==> src/rtl/timer_bank.sv <==
// timer_bank: NUM_TIMERS up-counting interval timers with per-timer power-of-two prescale, one-shot/auto-reload, mask and sticky overflow flags
// Ports: clk/reset (sync, active-high); sample_clk_en paces the shared prescaler;
//   reload/st/mt/one_shot are per-timer preset, run level, flag mask and one-shot select;
//   irq_rst clears all flags; ft = flags, irq/irq_n = OR of flags, status = {irq, ft[0], ft[1], ...} from bit 7 down.
module timer_bank #(
  parameter int NUM_TIMERS = 2,
  parameter int TIMER_WIDTH = 8,
  parameter int BASE_DIV_LOG2 = 2,
  parameter int STEP_LOG2 = 2,
  parameter int STATUS_WIDTH = 8
) (
  input  logic                                  clk,
  input  logic                                  reset,
  input  logic                                  sample_clk_en,
  input  logic [NUM_TIMERS-1:0][TIMER_WIDTH-1:0] reload,
  input  logic [NUM_TIMERS-1:0]                 st,
  input  logic [NUM_TIMERS-1:0]                 mt,
  input  logic [NUM_TIMERS-1:0]                 one_shot,
  input  logic                                  irq_rst,
  output logic [NUM_TIMERS-1:0]                 ft,
  output logic                                  irq,
  output logic                                  irq_n,
  output logic [STATUS_WIDTH-1:0]               status
);
  localparam int PW = BASE_DIV_LOG2 + (NUM_TIMERS - 1) * STEP_LOG2;
  localparam int PWC = PW < 1 ? 1 : PW;
  logic [PWC-1:0] presc_q, presc_d;
  logic [NUM_TIMERS-1:0][TIMER_WIDTH-1:0] count_q, count_d;
  logic [NUM_TIMERS-1:0] run_q, run_d, st_q, ft_q, ft_d;
  logic [NUM_TIMERS-1:0] rise, tick, adv, ovf;
  logic irq_q;
  // Low-bit mask whose all-ones pattern marks a tick for timer k.
  function automatic logic [PWC-1:0] tmask(input int k);
    tmask = PWC'((64'd1 << (BASE_DIV_LOG2 + k * STEP_LOG2)) - 64'd1);
  endfunction
  always_comb begin
    presc_d = sample_clk_en ? presc_q + 1'b1 : presc_q;
    rise = '0;
    tick = '0;
    adv = '0;
    ovf = '0;
    count_d = count_q;
    run_d = '0;
    ft_d = '0;
    for (int i = 0; i < NUM_TIMERS; i++) begin
      rise[i] = st[i] & ~st_q[i];
      tick[i] = sample_clk_en && ((presc_q & tmask(i)) == tmask(i));
      // A start edge wins over a coincident tick.
      adv[i] = st[i] && !rise[i] && run_q[i] && tick[i];
      ovf[i] = adv[i] && (&count_q[i]);
      count_d[i] = (rise[i] || ovf[i]) ? reload[i] : adv[i] ? count_q[i] + 1'b1 : count_q[i];
      run_d[i] = rise[i] || (st[i] && run_q[i] && !(ovf[i] && one_shot[i]));
      ft_d[i] = (irq_rst || mt[i]) ? 1'b0 : (ovf[i] || ft_q[i]);
    end
  end
  always_ff @(posedge clk) begin
    if (reset) begin
      presc_q <= '0;
      count_q <= '0;
      run_q <= '0;
      st_q <= '0;
      ft_q <= '0;
      irq_q <= 1'b0;
    end else begin
      presc_q <= presc_d;
      count_q <= count_d;
      run_q <= run_d;
      st_q <= st;
      ft_q <= ft_d;
      // Taken from the flag next-state so irq moves on the same edge as ft.
      irq_q <= |ft_d;
    end
  end
  always_comb begin
    status = '0;
    status[7] = irq_q;
    for (int i = 0; i < NUM_TIMERS; i++) status[6-i] = ft_q[i];
  end
  assign ft = ft_q;
  assign irq = irq_q;
  assign irq_n = ~irq_q;
endmodule

==> config.mk <==
export PLATFORM = sky130hd
export DESIGN_NAME = timer_bank
export DESIGN_NICKNAME = d
export VERILOG_FILES = /design/src/rtl/timer_bank.sv
export SDC_FILE = /design/constraint.sdc
export NUM_CORES = 1
export LEC_CHECK = 0
export BUFFER_PORTS_ARGS = -buffer_cell sky130_fd_sc_hd__buf_2
export CAP_MARGIN = 20
export CORE_MARGIN = 2
export CORE_UTILIZATION = 47
export DETAILED_ROUTE_END_ITERATION = 7
export PLACE_DENSITY = 0.77
export SETUP_SLACK_MARGIN = 0.05
export SYNTH_ARGS = -nofsm -noshare
export SYNTH_HDL_FRONTEND = slang
export SYNTH_SLANG_ARGS = --single-unit
export TNS_END_PERCENT = 50
==> constraint.sdc <==
create_clock -name clk -period 1.8 [get_ports clk]
set_input_delay 0.18 -clock clk [delete_from_list [all_inputs] [get_ports clk]]
set_output_delay 0.18 -clock clk [all_outputs]
set_load 0.02 [all_outputs]
==> results.md, run 1 <==
- Seq pwr share: 58.5%
- Kind of critical path: flop to flop
- Initial Util: 50.0%
- Reg2Reg Setup Slack: 110 ps
- Relative slew slack: 65.9%
- FMAX: around 600 MHz
- Vias in the first global route: between 1000 and 1500
- Die Ht: 61.5 um
- Total of max-cap violations: 0
- Final worst-path cycle share: 94.1%
- Final TNS setup: 0 ps
- Floorplan row count: 20
- Startpoint types: flop
- Finish-stage setup viols: 0
- Core area: 3100 sq um
- WL final: 3540 um
- Post-synthesis to final-layout area growth: 23.1%
- Placed Area: 1790 sq um
- R2R Path End: count_q[7]
- Unrepaired setup endpoints after global routing: true
- Power per cell area: roughly 610 nW/um^2
- Largest net degree at the start of global routing: 29
- Seq/Total Area, Yosys: around a third
- Final net count: between 200 and 300
- Clock share of power: 23.1%
- Outcome: finished clean
- Netlist cell types: 54
- Worst Max-Slew Pin Slew: 511 ps
- Commonest non-fill, non-tap cell in the layout: buf_2
- Slowest cell on crit path: or4_1
- Drt wl/cell: 12.8 um
- Reg-to-reg critical path startpoint: presc_q[0]
- Final Instance Area: 1910 sq um
- Via count: between 1500 and 2000
- Avg Inst Size Synth: 8.17 sq um
- Tot GR Track Use: between 20% and 30%
- I/O Buffers: 32
- Combinational share of power: 18.4%
- Number of synthesized flops with an enable pin: 0
- Slowest stage delay, CP: ~470 ps
- HPWL after DPL: 2630 um
- Iter 0 DRT Violations: 79
- Share of layout cells above drive strength 1: 32.6%
- Final Max Tran Viols: 0
- Leakage: 0.787 nW
- Power Internal: roughly 0.00083 W
- H-tree levels: 1
- Clock Path Buffers: 2
- Worst Hold Depth: 2
- TritonCTS Sinks: 27
- Via-to-Cell Ratio: 5.57
- Gate Count Post-Synth: 190
- I/O pin total: 38
- Switch share: 28.6%
- DIE AREA: approximately 3800 sq um
- Fin crit period: 1690 ps
- Diodes inserted: 0
- Syn Std Cell Area: 1550 sq um
- Reg2Reg Depth: 6
- CP Capture Type: flop
- Final Power: 0.00116 W
- Hold crit path type: primary input to flop
- Later-pin clock latency in the skew report: 330 ps
- CP Cell Sequence: ha_2 -> nand4_4 -> nor4_4 -> or2_4 -> or4_1 -> a31oi_1
- CP Data Arrival Time: between 1500 and 2000 ps
- Yosys reg bits: 27
- Final core occ: 61.6%
- CTS tree: yes
- # DRC: 0
- Synth Warn #: 0
- Finished Layout Cells: 277
- Hold Crit Start: irq_rst
- Remaining antenna violation count: 0
- Final Hold Fails: 0
- CTS buffer count: 3
- Chip width: 61.5 um
- Clock Skew: 12.7 ps
- GP Congestion: 0.930
- Most frequent cells in the layout: buf_2 (32), dfxtp_1 (22), nand2_1 (21)
- VDD IR max: 299 uV
- First-pass GRT wire length: around 5800 um
- Antenna violations before repair: 0
- Clock transition at path regs: about 150 ps
- Net Sw Power: 0.000331 W
- Clock root buffer: clkbuf_4
- Ys async rst share: 0%
- CP max FO: 5
- Most used DFF post-synth: dfxtp_1
- Req. time, crit path: 2060 ps
- Pre-antenna DRT Iters: 4
- Placed insts: 267
- GR Overflow Total: 0
- Endpoint, Worst Hold: ft[0]
## area by class of cell
cell class                 instances  area, sq um
clock buffer                       4         26.3
fill                             309         1190
inverter                           2         7.51
multi-input combinational        150          978
sequential                        27          547
tap                               44         55.1
timing repair buffer              50          298
## synthesized netlist by cell type (2+ instances only)
cell	count	share of area [%]
dfxtp_1	27	35
nand2_1	22	5.3
nor2_1	16	3.9
nand3_1	13	4.2
a21oi_1	9	2.9
buf_4	8	3.9
a31oi_1	7	2.8
nor3_1	7	2.3
clkbuf_1	6	1.5
a22oi_1	4	1.9
nor2b_1	4	1.6
nor4_1	4	1.6
xor2_1	4	2.3
ha_1	3	2.4
nand4_1	3	1.2
o21ai_0	3	0.97
or4_1	3	1.5
a21o_1	2	0.97
inv_1	2	0.48
mux2i_1	2	1.3
nand2_2	2	0.81
nand2b_1	2	0.81
nand3b_1	2	0.97
nand4b_1	2	1.1
o211ai_1	2	0.97
o22ai_1	2	0.81
or3_1	2	0.81
## sequential cells by signal, summed over array words and instances (netlist names)
register / cells
count_q: 16
irq: 1
presc_q: 4
run_q: 2
st_q: 2
ft: 2
## power by group through the flow
| stage | logic [W] | clock network [W] | registers, W |
|---|---|---|---|
| 2_1_floorplan | 0.000138 | 0 | 0.000676 |
| 4_1_cts | 0.000204 | 0.000272 | 0.000672 |
| 3_5_place_dp | 0.000197 | 0 | 0.000685 |
| 3_3_place_gp | 0.000197 | 0 | 0.000684 |
| 5_1_grt | 0.000238 | 0.000299 | 0.000684 |
| 6_report | 0.000213 | 0.000268 | 0.000677 |
## per-stage QoR
stage	hold WS [ps]	worst slack, ps
2_1_floorplan	256	82.1
3_3_place_gp	360	87.9
3_5_place_dp	360	17.3
4_1_cts	1.35	24.6
5_1_grt	12.4	38.3
6_report	32.1	106
## repair_timing
action / in CTS / in global routing
gates resized for setup: 1 / 15
hold buffers: 0 / 1
pin swaps: 2 / 3
cloned: 0 / 0
hold endpoints to repair: 0 / 1
endpoints found under the setup margin: 4 / 14
setup buffers: 3 / 2
## logic make-up (layout without fill, tap and decap cells)
kind of cell	count (synthesis)	in the layout	synth area share [%]
AO/OA/AOI/OAI	41	41	18.4
multiplexers	2	2	1.29
flip-flops	27	27	34.8
AND/OR/NAND/NOR	94	94	33.9
XOR/XNOR	5	5	2.82
buffers and inverters	17	56	6.12
adder cells (fa/ha/maj)	3	3	2.42
other	1	5	0.242
## critical path: cells and delay by family (launching register included)
kind | cells | cell delay, ps
fa+ha+maj | 1 | 210
compound gates | 1 | 160
flops | 1 | 350
simple gates | 4 | 900
## worst max path at each step
stage,start,endpoint,slack [ps]
finish,presc_q[0],count_q[7],110
global route,presc_q[0],count_q[7],40
CTS,count_q[0],count_q[7],20
detailed placement,count_q[8],count_q[9],20
global placement,count_q[8],count_q[15],90
floorplan,count_q[0],count_q[7],80
## metal layers
metal / up-vias / track usage (%) / wire, um
li1: 787 / - / -
met1: 708 / 23.9 / 1580
met2: 44 / 35.9 / 1770
met3: 4 / 4.83 / 150
met4: 0 / 6.69 / 40
met5: - / 0 / 0
No activity file was read; power rests on OpenSTA's default activity.
==> run 2, diff against run 1 <==
--- a/config.mk
+++ b/config.mk
@@ -8,9 +8,9 @@
 export BUFFER_PORTS_ARGS = -buffer_cell sky130_fd_sc_hd__buf_2
 export CAP_MARGIN = 20
 export CORE_MARGIN = 2
-export CORE_UTILIZATION = 47
+export CORE_UTILIZATION = 45
 export DETAILED_ROUTE_END_ITERATION = 7
-export PLACE_DENSITY = 0.77
+export PLACE_DENSITY = 0.75
 export SETUP_SLACK_MARGIN = 0.05
 export SYNTH_ARGS = -nofsm -noshare
 export SYNTH_HDL_FRONTEND = slang
==> results.md, run 2 (synthesis results as in run 1) <==
- GP Congestion: 0.833 (-10%)
- CP max FO: 5 (unchanged)
- Worst Hold Depth: 3 (+1)
- Req. time, crit path: 2080 ps (+20 ps)
- Final net count: 265 (+0.76%)
- Reg2Reg Depth: 6 (unchanged)
- Via count: 1519 (-1.6%)
- Leakage: 0.790 nW (+0.41%)
- CTS buffer count: 3 (unchanged)
- Wl on met1: 1670 um (+5.8%)
- # DRC: 0 (unchanged)
- Kind of critical path: flop to flop
- Total of max-cap violations: 0 (unchanged)
- Core area: 3340 sq um (+7.5%)
- Clock transition at path regs: 160 ps (about the same)
- Later-pin clock latency in the skew report: 340 ps (about the same)
- Post-synthesis to final-layout area growth: 23.9%
- Net Sw Power: 0.000356 W (+7.6%)
- Iter 0 DRT Violations: 87 (+10%)
- Final TNS setup: 0 ps (unchanged)
- Hold slack: 59.4 ps (+27.3 ps)
- Power Internal: 0.000826 W (about the same)
- Place WS: -22.8 ps (-40.0 ps)
- I/O pin total: 38 (unchanged)
- Floorplan row count: 21 (+5.0%)
- Antenna violations before repair: 0 (unchanged)
- Met2 wire length: 1810 um (+2.3%)
- Switch share: 30.1% (+1.5 points)
- Vias in the first global route: 1439 (+3.6%)
- Seq pwr share: 57.2% (-1.3 points)
- VDD IR max: 395 uV (+32%)
- First-pass GRT wire length: 6470 um (+12%)
- Most frequent cells in the layout: buf_2 (32), dfxtp_1 (23), nand2_1 (21)
- Fin crit period: 1740 ps (+50.4 ps)
- Fillers: 333 (+7.8%)
- Worst Max-Slew Pin Slew: 558 ps (+46.8 ps)
- Clock Path Buffers: 2 (unchanged)
- Final Hold Fails: 0 (unchanged)
- Diodes inserted: 0 (unchanged)
- Max reg flops: 16 (unchanged)
- Remaining antenna violation count: 0 (unchanged)
- Top reg by flops: count_q
- DIE AREA: 3940 sq um (+4.2%)
- Outcome: finished clean
- Via-to-Cell Ratio: 5.41 (-3.0%)
- Largest net degree at the start of global routing: 29 (unchanged)
- H-tree levels: 1 (unchanged)
- Chip width: 62.7 um (+2.1%)
- CTS tree: yes
- Pre-antenna DRT Iters: 4 (unchanged)
- Final Max Tran Viols: 0 (unchanged)
- Clock Skew: 4.80 ps (-7.93 ps)
- HPWL after DPL: 2620 um (-0.33%)
- Finish-stage setup viols: 0 (unchanged)
- Commonest non-fill, non-tap cell in the layout: buf_2
- Biggest regs: count_q: 16 flops, presc_q: 4 flops
- Tot GR Track Use: 20.1% (-0.077 points)
- I/O Buffers: 32 (unchanged)
- WL final: 3720 um (+5.3%)
- Final worst-path cycle share: 96.9% (+2.8 points)
- Unrepaired setup endpoints after global routing: true
- Die Ht: 62.7 um (+2.1%)
- CP Data Arrival Time: 2030 ps (+80 ps)
- TritonCTS Sinks: 27 (unchanged)
- Final Power: 0.00118 W (+2.2%)
- Relative slew slack: 62.7% (-3.2 points)
- Drt wl/cell: 13.2 um (+3.8%)
- Power per cell area: 615 nW/um^2 (+1.6%)
- Hold crit path type: primary input to flop
- Startpoint types: flop
- Share of layout cells above drive strength 1: 31.9% (-0.70 points)
- FMAX: 573 MHz (-2.9%)
- GR Overflow Total: 0 (unchanged)
- Combinational share of power: 18.2% (-0.2 points)
- Reg2Reg Setup Slack: 60 ps (-50 ps)
- CP Capture Type: flop
- WL met3: 171 um (+14%)
- Initial Util: 46.5% (-3.5 points)
- Final Worst Setup Slack: 55.5 ps (-50.4 ps)
- Clock share of power: 24.6% (+1.5 points)
- Clock root buffer: clkbuf_4
- Final core occ: 57.6% (-4.0 points)
- Highest routed metal layer: met4
-- run 2: layout make-up --
class                           count  area, sq um  share of cell area [%]
Inverter                            2         7.51                   0.390
Multi-Input combinational cell    150          967                    50.3
Clock buffer                        3         22.5                    1.17
Timing Repair Buffer               52          315                    16.4
Tap cell                           46         57.6                    2.99
Sequential cell                    27          546                    28.4
Clock inverter                      1         7.51                   0.390
-- run 2: per-layer routing --
| layer | track usage, % | vias up |
|---|---|---|
| li1 | - | 786 |
| met1 | 25.5 | 693 |
| met2 | 34.0 | 34 |
| met3 | 4.86 | 6 |
| met4 | 5.83 | 0 |
| met5 | 0 | - |
-- run 2: power groups by stage --
stage	Sequential (W)	Clock, W	Combinational [W]
floorplan	0.000676	0	0.000138
global placement	0.000684	0	0.000196
detailed placement	0.000685	0	0.000199
CTS	0.000675	0.000302	0.000213
global route	0.000683	0.000316	0.000242
finish	0.000676	0.000290	0.000215
-- run 2: path summary, 6_finish.rpt --
check | start | to
setup / recovery | count_q[0] | count_q[7]
hold reg to reg | st_q[0] | run_q[0]
hold / removal | reload[11] | count_q[11]
setup reg to reg | count_q[0] | count_q[7]
-- run 2: worst max-delay path, cell delays in order, from the launching register on --
cell	delay [ps]
dfxtp_2	370
ha_1	230
nand3_2	110
nor4_4	60
or2_4	260
or4_1	480
a31oi_1	170
-- run 2: through the flow --
stage | std cells | area (sq um)
after detailed placement | 269 | 1790
after global routing | 281 | 1920
final | 281 | 1920
after global placement | 269 | 1790
after floorplan | 194 | 1570
after CTS | 281 | 1910
-- run 2: repair_timing --
item	in CTS	in global routing
resized for setup	6	5
setup endpoints to repair	6	11
buffers inserted	6	0
pin swaps	3	3
hold endpoints to repair	1	0
hold buffers	2	0
==> run 3, diff against run 2 <==
--- a/config.mk
+++ b/config.mk
@@ -5,12 +5,13 @@
 export SDC_FILE = /design/constraint.sdc
 export NUM_CORES = 1
 export LEC_CHECK = 0
+export ABC_AREA = 1
 export BUFFER_PORTS_ARGS = -buffer_cell sky130_fd_sc_hd__buf_2
 export CAP_MARGIN = 20
 export CORE_MARGIN = 2
 export CORE_UTILIZATION = 45
 export DETAILED_ROUTE_END_ITERATION = 7
-export PLACE_DENSITY = 0.75
+export PLACE_DENSITY = 0.74
 export SETUP_SLACK_MARGIN = 0.05
 export SYNTH_ARGS = -nofsm -noshare
 export SYNTH_HDL_FRONTEND = slang
==> results.md, run 3 <==
- Adder-Cell Fraction of Synth Area: 2.18% (-0.24 points)
- Place WS: 274 ps (+297 ps)
- Reg2Reg Setup Slack: 290 ps (+230 ps)
- I/O Buffers: 32 (unchanged)
- First-pass GRT wire length: 5980 um (-7.7%)
- Finished Layout Cells: 347 (+23%)
- CP Cell Sequence: ha_1 -> nand2_2 -> nor2_1 -> nand4_1 -> nand2_2 -> o21ai_0 -> inv_1 -> nand2_1 -> inv_1
- Clock Path Buffers: 2 (unchanged)
- Tot GR Track Use: 17.5% (-2.6 points)
- Share of layout cells above drive strength 1: 17.7% (-14 points)
- Chip width: 65.9 um (+5.0%)
- DIE AREA: 4340 sq um (+10%)
- Final Max Tran Viols: 0 (unchanged)
- GR Overflow Total: 0 (unchanged)
- Post-CTS setup buffer count: 0 (-6)
- Hold slack: 138 ps (+79.0 ps)
- Worst Max-Slew Pin Slew: 596 ps (+38.3 ps)
- Synth top area share: 31.3% (-3.5 points)
- Combinational share of power: 17.4% (-0.8 points)
- Hold crit path type: primary input to flop
- Clock share of power: 28.5% (+3.9 points)
- Reg-to-reg critical path startpoint: presc_q[0]
- Area leader, netlist: dfxtp_1
- Largest net degree at the start of global routing: 21 (-28%)
- Initial Util: 47.1% (+0.56 points)
- Mux share of post-synthesis cell area: 0% (-1.3 points)
- Total of max-cap violations: 0 (unchanged)
- Register area: 541 sq um (-0.92%)
- HPWL after DPL: 2560 um (-2.4%)
- Synth Area in Compound Gates: 9.87% (-8.5 points)
- Switch share: 28.9% (-1.2 points)
- Most used DFF post-synth: dfxtp_1
- Syn Std Cell Area: 1720 sq um (+11%)
- R2R Path End: count_q[8]
- Commonest non-fill, non-tap cell in the layout: nand2_1
- FMAX: 661 MHz (+15%)
- Biggest regs: count_q: 16 flops, presc_q: 4 flops
- Seq pwr share: 54.1% (-3.1 points)
- Hold_buf cts: 0 (-2)
- Slowest stage delay, CP: 380 ps (-100 ps)
- Gate Count Post-Synth: 272 (+43%)
- Slowest cell on crit path: dfxtp_1
- GP Congestion: 0.794 (-4.7%)
- Synth Warn #: 0 (unchanged)
- CTS tree: yes
- Top cells by area, synth: dfxtp_1 (31%), nand2_1 (13%), inv_1 (10%), nand3_1 (9.6%), nor2_1 (5.7%)
- Yosys reg bits: 27 (unchanged)
- Die Ht: 65.9 um (+5.0%)
- CP Data Arrival Time: 1740 ps (-290 ps)
- Count leader, synth: nand2_1
- Final Power: 0.00124 W (+5.0%)
- Avg Inst Size Synth: 6.34 sq um (-22%)
- Top reg by flops: count_q
- CTS buffer count: 3 (unchanged)
- H-tree levels: 1 (unchanged)
- Cell family with most CP delay: simple AND/OR/NAND/NOR gates
- Remaining antenna violation count: 0 (unchanged)
- Largest family of logic cells by synthesized area: simple AND/OR/NAND/NOR gates
- Outcome: finished clean
- Seq/Total Area, Yosys: 31.3% (-3.5 points)
- Kind of critical path: flop to flop
- Via-to-Cell Ratio: 4.60 (-15%)
- Vias in the first global route: 1435 (-0.28%)
- CP Capture Type: flop
- Final Worst Setup Slack: 287 ps (+232 ps)
- Post-synthesis to final-layout area growth: 10.9%
- # DRC: 0 (unchanged)
- Core area: 3660 sq um (+9.7%)
- Clock Skew: 2.04 ps (-2.76 ps)
- Commonest cells post-synth: nand2_1 (61), inv_1 (47), nand3_1 (33)
- CTS resizes: 0 (-6)
- Reg2Reg Depth: 9 (+3)
- Pre-antenna DRT Iters: 4 (unchanged)
- Placed insts: 343 (+28%)
- Fillers: 381 (+14%)
- Simple-gate share of the synthesized area: 37.2% (+3.2 points)
- Leakage: 1.03 nW (+31%)
- VDD IR max: 472 uV (+20%)
- Final TNS setup: 0 ps (unchanged)
- WL final: 3390 um (-9.1%)
- Startpoint types: flop
- Drt wl/cell: 9.76 um (-26%)
- Via count: 1597 (+5.1%)
- Diodes inserted: 0 (unchanged)
- Clock transition at path regs: 90 ps (-70 ps)
- Most frequent cells in the layout: nand2_1 (61), inv_1 (47), nand3_1 (33)
- Post-synthesis xor/xnor area fraction: 2.54% (-0.28 points)
- Net Sw Power: 0.000359 W (+0.95%)
- Relative slew slack: 60.2% (-2.5 points)
- Final Hold Fails: 0 (unchanged)
- Crit path buf inv count: 2 (+2)
- Finish-stage setup viols: 0 (unchanged)
- Floorplan row count: 22 (+4.8%)
- Antenna violations before repair: 0 (unchanged)
- Later-pin clock latency in the skew report: 270 ps (-70 ps)
- CP max FO: 15 (+10)
- Fin crit period: 1510 ps (-232 ps)
- TritonCTS Sinks: 27 (unchanged)
- Final worst-path cycle share: 84.0% (-13 points)
- Unrepaired setup endpoints after global routing: false
- Number of synthesized flops with an enable pin: 0 (unchanged)
- Hold Crit Start: st[0]
- Iter 0 DRT Violations: 85 (-2.3%)
- I/O pin total: 38 (unchanged)
- Multi-input gate area: 911 sq um (-5.8%)
- Final net count: 329 (+24%)
- Netlist cell types: 29 (-46%)
- Max reg flops: 16 (unchanged)
- Worst Hold Depth: 3 (unchanged)
- Req. time, crit path: 2030 ps (-50 ps)
- Power per cell area: 649 nW/um^2 (+5.7%)
- Clock root buffer: clkbuf_8
- Power Internal: 0.000882 W (+6.8%)
- Endpoint, Worst Hold: st_q[0]
- Ys async rst share: 0% (unchanged)
## run 3: changes by cell type after synthesis, moves of 10 or more
cell,before,now
o21ai_0,3,17
inv_1,2,47
nand3_1,13,33
nand2_1,22,61
nor2_1,16,26
## run 3: layout make-up
type | count | area share, %
tap | 48 | 3.14
inverter | 50 | 9.82
clock buffer | 4 | 2.36
timing repair buffer | 33 | 8.77
multi-input combinational | 185 | 47.6
sequential | 27 | 28.3
## run 3: power by group through the flow
stage / logic, W / clock network (W) / registers (W)
2_1_floorplan: 0.000175 / 0 / 0.000675
3_3_place_gp: 0.000213 / 0 / 0.000683
3_5_place_dp: 0.000217 / 0 / 0.000685
4_1_cts: 0.000218 / 0.000369 / 0.000671
5_1_grt: 0.000253 / 0.000397 / 0.000678
6_report: 0.000216 / 0.000354 / 0.000672
## run 3: cells by family (layout without fill, tap and decap cells)
| logic type | Yosys count | in the layout |
|---|---|---|
| buffers and inverters | 64 | 87 |
| DFF | 27 | 27 |
| AOI/OAI and AO/OA | 32 | 32 |
| xor gates and xnor gates | 5 | 5 |
| adders and majority gates | 3 | 3 |
| other | 1 | 5 |
| and+or+nand+nor | 140 | 140 |
## run 3: worst register-to-register path, cell delays in order (launching register included)
cell and delay (ps):
dfxtp_1 380, ha_1 230, nand2_2 80, nor2_1 120, nand4_1 130, nand2_2 240, o21ai_0 110, inv_1 80
nand2_1 50, inv_1 40
## run 3: worst max-delay path by stage
stage / from / end / slack (ps) / depth (start not counted)
4_1_cts: count_q[1] / count_q[6] / 260 / 10
3_5_place_dp: count_q[1] / count_q[6] / 270 / 10
6_report: presc_q[0] / count_q[8] / 290 / 9
3_3_place_gp: count_q[1] / count_q[6] / 330 / 10
2_1_floorplan: count_q[1] / count_q[6] / 460 / 10
5_1_grt: presc_q[0] / count_q[10] / 70 / 9
## run 3: layer usage
metal / routed length (um) / global-route usage [%] / vias up
met1: 1640 / 22.4 / 681
met2: 1570 / 29.5 / 24
li1: - / - / 888
met3: 152 / 4.26 / 4
met4: 27 / 3.91 / 0
met5: 0 / 0 / -
## run 3: per-stage QoR
step	instance area [sq um]	utilization [%]
after floorplan	1740	-
after global placement	1870	51.0
after detailed placement	1870	51.0
after CTS	1910	52.2
after global routing	1910	52.2
final	1910	52.2
